File: src/rtl/riscv_run_controller.sv
`default_nettype none
// ============================================================================
//  Module      : riscv_run_controller
//  Description : Run/check controller for the pipelined RISC-V core. It holds
//                the core in reset, releases it to run, detects a halt
//                (a "j ." self-loop that leaves the PC stable), enforces a
//                cycle watchdog, then reads back NUM_CHK architectural
//                registers over the debug port and reports pass/fail.
//  Ports       : clk_i, rst_ni         clock, asynchronous active-low reset
//                start_i               1-cycle pulse, begins a run (IDLE/DONE)
//                core_rst_o/core_run_o core reset / running indication
//                pc_i                  core fetch PC
//                dbg_raddr_o/dbg_rdata_i debug register read (1-cycle latency)
//                exp_addr_i/exp_data_i packed check addresses / expected data
//                done_o, pass_o, timeout_o, fail_idx_o, cycle_count_o results
//  Revision    : 1.0 - initial release
// ============================================================================
module riscv_run_controller #(
    parameter int DATA_W      = 32,
    parameter int REG_AW      = 5,
    parameter int NUM_CHK     = 2,
    parameter int CYC_W       = 16,
    parameter int MAX_CYCLES  = 200,
    parameter int RST_CYCLES  = 1,
    parameter int HALT_STABLE = 4,
    localparam int FI_W       = (NUM_CHK > 1) ? $clog2(NUM_CHK) : 1
) (
    input  logic                      clk_i,
    input  logic                      rst_ni,
    input  logic                      start_i,
    output logic                      core_rst_o,
    output logic                      core_run_o,
    input  logic [DATA_W-1:0]         pc_i,
    output logic [REG_AW-1:0]         dbg_raddr_o,
    input  logic [DATA_W-1:0]         dbg_rdata_i,
    input  logic [NUM_CHK*REG_AW-1:0] exp_addr_i,
    input  logic [NUM_CHK*DATA_W-1:0] exp_data_i,
    output logic                      done_o,
    output logic                      pass_o,
    output logic                      timeout_o,
    output logic [FI_W-1:0]           fail_idx_o,
    output logic [CYC_W-1:0]          cycle_count_o
);

    // CHECK step counter spans 0..NUM_CHK; the check tables are padded to a
    // power of two so the counter indexes them without width adaptation.
    localparam int CHK_W  = $clog2(NUM_CHK + 1);
    localparam int CHK_N  = 2 ** CHK_W;
    localparam int RC_W   = (RST_CYCLES > 1) ? $clog2(RST_CYCLES) : 1;
    localparam int STAB_W = $clog2(HALT_STABLE);

    localparam logic [CYC_W-1:0]  CYC_LAST  = CYC_W'(MAX_CYCLES - 1);
    localparam logic [STAB_W-1:0] STAB_LAST = STAB_W'(HALT_STABLE - 1);
    localparam logic [RC_W-1:0]   RC_LAST   = RC_W'(RST_CYCLES - 1);
    localparam logic [CHK_W-1:0]  CHK_LAST  = CHK_W'(NUM_CHK);

    typedef enum logic [2:0] {
        S_IDLE  = 3'd0,
        S_RESET = 3'd1,
        S_RUN   = 3'd2,
        S_CHECK = 3'd3,
        S_DONE  = 3'd4
    } state_e;

    state_e              state_q;
    logic [RC_W-1:0]     rc_q;
    logic [CYC_W-1:0]    cycle_count_q;
    logic [DATA_W-1:0]   last_pc_q;
    logic [STAB_W-1:0]   stab_q;
    logic [CHK_W-1:0]    chk_q;
    logic                core_rst_q;
    logic                core_run_q;
    logic [REG_AW-1:0]   dbg_raddr_q;
    logic                done_q;
    logic                pass_q;
    logic                timeout_q;
    logic [FI_W-1:0]     fail_idx_q;

    logic [REG_AW-1:0]   chk_addr [CHK_N];
    logic [DATA_W-1:0]   chk_data [CHK_N];

    generate
        for (genvar gi = 0; gi < CHK_N; gi++) begin : g_unpack
            if (gi < NUM_CHK) begin : g_used
                assign chk_addr[gi] = exp_addr_i[gi*REG_AW +: REG_AW];
                assign chk_data[gi] = exp_data_i[gi*DATA_W +: DATA_W];
            end else begin : g_pad
                assign chk_addr[gi] = '0;
                assign chk_data[gi] = '0;
            end
        end
    endgenerate

    logic [CYC_W-1:0]  cyc_d;
    logic [STAB_W-1:0] stab_d;
    logic [CHK_W-1:0]  chk_d;
    logic [CHK_W-1:0]  cmp_idx;
    logic              halt;
    logic              wdog;
    logic              mismatch;

    always_comb begin
        cyc_d    = (cycle_count_q == '1) ? cycle_count_q : cycle_count_q + CYC_W'(1);
        stab_d   = (pc_i == last_pc_q) ? stab_q + STAB_W'(1) : '0;
        halt     = (stab_d == STAB_LAST);
        wdog     = (cyc_d == CYC_LAST);
        chk_d    = chk_q + CHK_W'(1);
        // Read data arriving in CHECK step k belongs to the address of step k-1.
        cmp_idx  = chk_q - CHK_W'(1);
        mismatch = (dbg_rdata_i != chk_data[cmp_idx]);
    end

    always_ff @(posedge clk_i or negedge rst_ni) begin
        if (!rst_ni) begin
            state_q       <= S_IDLE;
            rc_q          <= '0;
            cycle_count_q <= '0;
            last_pc_q     <= '0;
            stab_q        <= '0;
            chk_q         <= '0;
            core_rst_q    <= 1'b1;
            core_run_q    <= 1'b0;
            dbg_raddr_q   <= '0;
            done_q        <= 1'b0;
            pass_q        <= 1'b0;
            timeout_q     <= 1'b0;
            fail_idx_q    <= '0;
        end else begin
            case (state_q)
                S_IDLE, S_DONE: begin
                    if (start_i) begin
                        state_q       <= S_RESET;
                        rc_q          <= '0;
                        core_rst_q    <= 1'b1;
                        done_q        <= 1'b0;
                        pass_q        <= 1'b0;
                        timeout_q     <= 1'b0;
                        fail_idx_q    <= '0;
                        cycle_count_q <= '0;
                    end
                end
                S_RESET: begin
                    last_pc_q <= pc_i;
                    stab_q    <= '0;
                    if (rc_q == RC_LAST) begin
                        state_q    <= S_RUN;
                        core_rst_q <= 1'b0;
                        core_run_q <= 1'b1;
                    end else begin
                        rc_q <= rc_q + RC_W'(1);
                    end
                end
                S_RUN: begin
                    cycle_count_q <= cyc_d;
                    last_pc_q     <= pc_i;
                    stab_q        <= stab_d;
                    // Halt is tested first so a halt on the last watchdog
                    // cycle still gets its registers checked.
                    if (halt) begin
                        state_q     <= S_CHECK;
                        core_run_q  <= 1'b0;
                        chk_q       <= '0;
                        dbg_raddr_q <= chk_addr[0];
                    end else if (wdog) begin
                        state_q    <= S_DONE;
                        core_run_q <= 1'b0;
                        done_q     <= 1'b1;
                        timeout_q  <= 1'b1;
                        pass_q     <= 1'b0;
                    end
                end
                S_CHECK: begin
                    chk_q       <= chk_d;
                    dbg_raddr_q <= chk_addr[chk_d];
                    if (chk_q != '0) begin
                        if (mismatch) begin
                            state_q     <= S_DONE;
                            done_q      <= 1'b1;
                            pass_q      <= 1'b0;
                            fail_idx_q  <= FI_W'(cmp_idx);
                            dbg_raddr_q <= '0;
                        end else if (chk_q == CHK_LAST) begin
                            state_q     <= S_DONE;
                            done_q      <= 1'b1;
                            pass_q      <= 1'b1;
                            dbg_raddr_q <= '0;
                        end
                    end
                end
                default: begin
                    state_q    <= S_IDLE;
                    core_rst_q <= 1'b1;
                    core_run_q <= 1'b0;
                end
            endcase
        end
    end

    assign core_rst_o    = core_rst_q;
    assign core_run_o    = core_run_q;
    assign dbg_raddr_o   = dbg_raddr_q;
    assign done_o        = done_q;
    assign pass_o        = pass_q;
    assign timeout_o     = timeout_q;
    assign fail_idx_o    = fail_idx_q;
    assign cycle_count_o = cycle_count_q;

endmodule
`default_nettype wire

File: config.mk
export PLATFORM = sky130hd
export DESIGN_NAME = riscv_run_controller
export DESIGN_NICKNAME = d
export VERILOG_FILES = /design/src/rtl/riscv_run_controller.sv
export SDC_FILE = /design/constraint.sdc
export NUM_CORES = 1
export LEC_CHECK = 0
export BUFFER_PORTS_ARGS = -buffer_cell sky130_fd_sc_hd__buf_4
export CORE_ASPECT_RATIO = 0.6
export CORE_MARGIN = 2
export CORE_UTILIZATION = 46
export CTS_BUF_LIST = sky130_fd_sc_hd__clkbuf_16
export DETAILED_ROUTE_END_ITERATION = 12
export PLACE_DENSITY = 0.75
export SYNTH_ARGS = -nofsm -noshare
export SYNTH_HDL_FRONTEND = slang
export SYNTH_SLANG_ARGS = --single-unit
File: constraint.sdc
create_clock -name clk_i -period 3.1 [get_ports clk_i]
set_clock_uncertainty 0.05 [all_clocks]
set_input_delay 0 -clock clk_i [delete_from_list [all_inputs] [get_ports clk_i]]
set_output_delay 0 -clock clk_i [all_outputs]
set_load 0.1 [all_outputs]
Yosys cells after proc, flatten, opt, wreduce, memory -nomap -nowiden --
Index checks and enable logic that the tools add are counted.
Word-level totals: flip-flop bits (word level) 67, output and inout port bits 27, logic and storage cells 114
Operators by class: $add $sub $neg 5, $lt $le $gt $ge 2, equal/unequal tests 19, muxes and demuxes 50, bitwise gates (word level) 4, reduce and logical (&&, ||, !) cells 21
Operator list (number):
- binary-select mux 32 bit (select 2 bit) | 1
- 2-to-1 mux 32 bit | 2
- equality test 32 bit | 1
- 2-to-1 mux 16 bit | 2
- != test 32 bit | 1
- one-hot mux 16 bit (2 select lines) | 1
- 2-to-1 mux 5 bit | 6
- 2-to-1 mux 3 bit | 7
- 2-to-1 mux 1 bit | 17
- adder 16 x 1 -> 16 bit, second input constant | 1
- equality test 16 bit, second input constant | 1
- equality test 16 x 8 -> 1 bit, second input constant | 1
- != test 2 bit, second input constant | 7
- one-hot mux 1 bit (3 select lines) | 4
- one-hot mux 3 bit (4 select lines) | 1
- nonzero test 2 bit | 6
- binary-select mux 5 bit (select 2 bit) | 1
- one-hot mux 5 bit (2 select lines) | 1
- one-hot mux 2 bit (2 select lines) | 2
- AND reduction 4 bit | 2
- equality test 3 x 2 -> 1 bit, second input constant | 2
- greater-or-equal comparator 3 bit, second input constant | 2
- != test 3 bit, second input constant | 2
- inverter 2 -> 3 bit | 2
- other kinds (17) | 28

Longest topological paths before layout --
word-level depth 9, mapped depth 16, gate-level depth less buffers 11

Least setup slack after synthesis --
OpenSTA, ideal clock, no wires.
kind reg2reg, start point register cycle_count_q[0] (netlist: cycle_count_o[0]), end point register pass_q (netlist: pass_o), library setup time 0.079 ns, arrival 2.944 ns, slack 0.026 ns, cell stages (with the launch flop) 11, clock period less this slack 3.074 ns, cells stage by stage dfrtp_1 > ha_1 > nand4_1 > nor3_2 > a21oi_1 > or3_1 > a21oi_1 > nand3_1 > nand2b_4 > o211ai_1 > mux2i_1
On the way: longest elaborated chain between the ends 5
RTL lines:
- start, declared | line 67 | logic [CYC_W-1:0] cycle_count_q;
- start signal, assigned | line 154 | cycle_count_q <= cyc_d;
- adder 16 x 1 -> 16 bit or equality test 16 bit (tied branches) | line 103 | cyc_d = (cycle_count_q == '1) ? cycle_count_q : cycle_count_q + CYC_W'(1);
- 2-to-1 mux 16 bit * | line 103
- equality test 16 x 8 -> 1 bit * | line 106 | wdog = (cyc_d == CYC_LAST);
- != test 2 bit (no line) *
- AND reduction 6 bit (no line) *
- end signal, assigned | line 125 | pass_q <= 1'b0;
- end signal, assigned | line 136 | pass_q <= 1'b0;
- end signal, assigned | line 169 | pass_q <= 1'b0;
- end, declared | line 75 | logic pass_q;
Mark *: on every way between the ends. The rest lies on a longest branch, timed or not. A chain may end at the register's enable or synchronous reset.

Worst setup path after layout --
start point register chk_q[0], end point register dbg_raddr_q[3] (netlist: dbg_raddr_o[3])
On the way: longest elaborated chain between the ends 9
RTL lines:
- start, declared | line 70 | logic [CHK_W-1:0] chk_q;
- start signal, assigned | line 173 | chk_q <= chk_d;
- subtractor 2 x 1 -> 2 bit or adder 2 x 1 -> 2 bit (tied branches) | line 109, 107
- inverter 2 -> 3 bit, on equally long branches | line 110, 174
- binary-select mux 32 bit (select 2 bit) or binary-select mux 5 bit (select 2 bit) (tied branches) | line 110, 174
- 2-to-1 mux 32 bit (not written as such) or 2-to-1 mux 5 bit (tied branches) (2 in a row) | line 110, 174
- != test 32 bit or 2-to-1 mux 5 bit (tied branches) | line 110, 182
- 2-to-1 mux 5 bit | line 176 | if (mismatch) begin
- 2-to-1 mux 5 bit * | line 175 | if (chk_q != '0) begin
- one-hot mux 5 bit (2 select lines) * | line 129 | case (state_q)
- end signal, assigned | line 163 | dbg_raddr_q <= chk_addr[0];
- end signal, assigned | line 174 | dbg_raddr_q <= chk_addr[chk_d];
- end, declared | line 73 | logic [REG_AW-1:0] dbg_raddr_q;
Mark *: on every way between the ends. The rest lies on a longest branch, timed or not. The select of a mux whose other input is x is not followed.

==> results_dict.tcl <==
set metrics [dict create \
    status "complete, no violations" \
    yosys_warnings 0 \
    syn_inst 476 \
    rsz0062_at_grt "no" \
    drt-met1-wl_mm 5.76 \
    cts_buffers 9 \
    cts_root_buffer "clkbuf_16" \
    p_per_area_nw_per_um2 877 \
    fin_setup_tns_ns 0 \
    first_pass_iters 5 \
    r2r_slack_ns 0.21 \
    cp-start-kind "flop" \
    cts_tree "done" \
    min_period_ns 2.89 \
    finalCritPeriodShare 0.933 \
    synth_top_area_cell "dfrtp_1" \
    ios 168 \
    clkLatencyLatePin_ns 0.34 \
    areaGrowthSynthToFinish_pct 47.0 \
    holdPathEnd "fail_idx_o" \
    reg2regPathDepth 10 \
    cp_data_required_time_ns 3.27 \
    syn_area_per_cell_um2 9.65 \
    die_h_um 81.4 \
    fp.coreArea_um2 9770 \
    synth_edf_count 0 \
    nFillCells 760 \
    layout_commonest_cell "buf_4" \
    path_class "reg -> reg" \
    grt.overflow.total 0 \
    antenna_found_initial 0 \
    die_w_um 133 \
    routed.top_layer "met4" \
    finalInstanceArea_um2 6750 \
    tightest_slew_ns 0.840 \
    nets 832 \
    mostFrequentLayoutCells "buf_4, dfrtp_1, dlygate4sd3_1, xnor2_1" \
    grt.total_usage 0.243 \
    worst_ep_arrival_time_ns 3.06 \
    max-slew-margin-rel 0.440 \
    place.gp.congestion 0.949 \
    critPathMaxFanout 23 \
    worstHoldStart "dbg_rdata_i[31]" \
    drc 0 \
    dp.final_hpwl_mm 9.58 \
    yosysTopAreaCellShare 0.354 \
    final_max_slew_viol_count 0 \
    drive_gt1_frac 0.364 \
    r2r_start "chk_q[0]" \
    clk_path_buf_depth 2 \
    critPathLaunch "chk_q[0]" \
    grt_pass1_vias 4426 \
    clk_pin_slew_worst_paths_ns 0.06 \
    synth_seq_cells 66 \
    synth_area_um2 4590 \
    ys_seq_area_frac 0.360 \
    synthTopCellsByArea "dfrtp_1, mux2_2, xnor2_1, mux2i_1, xor2_1" \
    min_path_cells 6 \
    wl_met3_um 806 \
    cts_setup_buffers 0 \
    critPathCaptureType "flop" \
    synth_cell_types 59 \
    p_leak_uw 0.00298 \
    synthFlopType "dfrtp_1" \
    ctsHtreeMaxLevel 3 \
    timing.hold.ws_ns 0.235 \
    max_freq_mhz 346 \
    irDropWorstVdd_mv 0.783 \
    met2_length_mm 6.39 \
    routed_via_density 5.39 \
    port_buffers 167 \
    drv_cap 0 \
    grt_max_degree 67 \
    antenna_left 0 \
    worst_r2r_endpoint "dbg_raddr_o[3]" \
    num_vias 4465 \
    n_antenna_cell 0 \
    place_area_um2 5980 \
    initial_core_util 0.470 \
    drt-initial-drc-count 240 \
    synth_nets 620 \
    clock-sinks 66 \
    worstHoldPathType "in -> reg" \
    grt_pass1_wl_mm 20.8 \
    synthArstFlopShare 1.00 \
    die_area_um2 10800 \
    setup_viol 0 \
    drt_wl_total_mm 13.1 \
    wl_per_cell_um 15.9 \
    rows 28 \
    hold_viol_final 0 \
]
[synthesized netlist by cell type, drive strengths merged (3+ instances only)]
cell    number
o22ai        7
nand2b      10
nand2       35
nor2b       12
ha           3
xor2        18
o31ai        4
clkbuf       9
a31oi        3
inv          7
xnor2       43
nor4         6
nor3        17
a211oi       3
nor2        34
nor4b        3
and3         4
dfrtp       65
mux2i       32
o21ai       26
buf          9
and4         5
a21oi       27
a31o         3
mux2        37
nand4       16
a22o         5
nor3b        4
nand3       12
[sequential cells by signal, summed over array words and instances, names as in the netlist]
register and count:
chk_q 2, core_rst_o 1, core_run_o 1, cycle_count_o 16, dbg_raddr_o 5, done_o 1, fail_idx_o 1, last_pc_q 32
pass_o 1, stab_q 2, state_q 3, timeout_o 1
[worst max-delay path, cell delays in order (launching register included)]
cell and delay [ns]:
dfrtp_2 0.35, buf_4 0.37, mux2i_4 0.37, xor2_1 0.10, a31o_1 0.22, a21oi_1 0.34, nor3_2 0.11, and4_4 0.20
or2_4 0.25, a21oi_4 0.28, nor3_2 0.08
[timing repair]
item                       in CTS  in global routing
hold endpoints to repair      105                  0
hold buffers                   44                  0
resized for setup               0                  0
setup endpoints to repair       0                  0
[routing by layer]
| metal | GRT usage | vias up |
|---|---|---|
| li1 | - | 2148 |
| met1 | 0.304 | 2134 |
| met2 | 0.415 | 165 |
| met3 | 0.0649 | 18 |
| met4 | 0.0828 | 0 |
| met5 | 0 | - |
[cell type report]
class	count	area, um^2	area share
clock inverters	7	103	0.0152
repair buffers	219	1750	0.260
clock buffers	9	225	0.0334
multi-input cells	384	2820	0.417
inverters	8	30.0	0.00445
flip-flops and latches	66	1650	0.245
well taps	135	169	0.0250
[logic make-up after synthesis]
group	count (synthesis)	share of synthesized area
AND/OR/NAND/NOR	164	0.199
multiplexers	69	0.169
flip-flops	66	0.360
buffers and inverters	26	0.0294
AO/OA/AOI/OAI	87	0.118
XOR/XNOR	61	0.116
adder cells (fa/ha/maj)	3	0.00817
[power breakdown]
group          switching, uW  internal [uW]  leakage [uW]
sequential               293           1200      0.000820
clock                    404            710      0.000156
combinational           1880           1440       0.00201
[worst max-delay path by stage]
stage | to | slack [ns]
3_5_place_dp | dbg_raddr_o[1] | 0.27
2_1_floorplan | pass_o | 0.03
6_report | dbg_raddr_o[3] | 0.21
5_1_grt | dbg_raddr_o[2] | 0.08
3_3_place_gp | dbg_raddr_o[4] | 0.36
4_1_cts | dbg_raddr_o[3] | 0.25
[stage by stage]
step,std cells,worst slack [ns],total power [uW],utilization
finish,828,0.208,5920,0.691
global route,828,0.0813,6290,0.691
CTS,828,0.253,5910,0.691
detailed placement,768,0.268,4730,0.612
global placement,768,0.361,4610,0.612
floorplan,476,0.0263,3980,-
No activity file was read; power rests on OpenSTA's default activity.
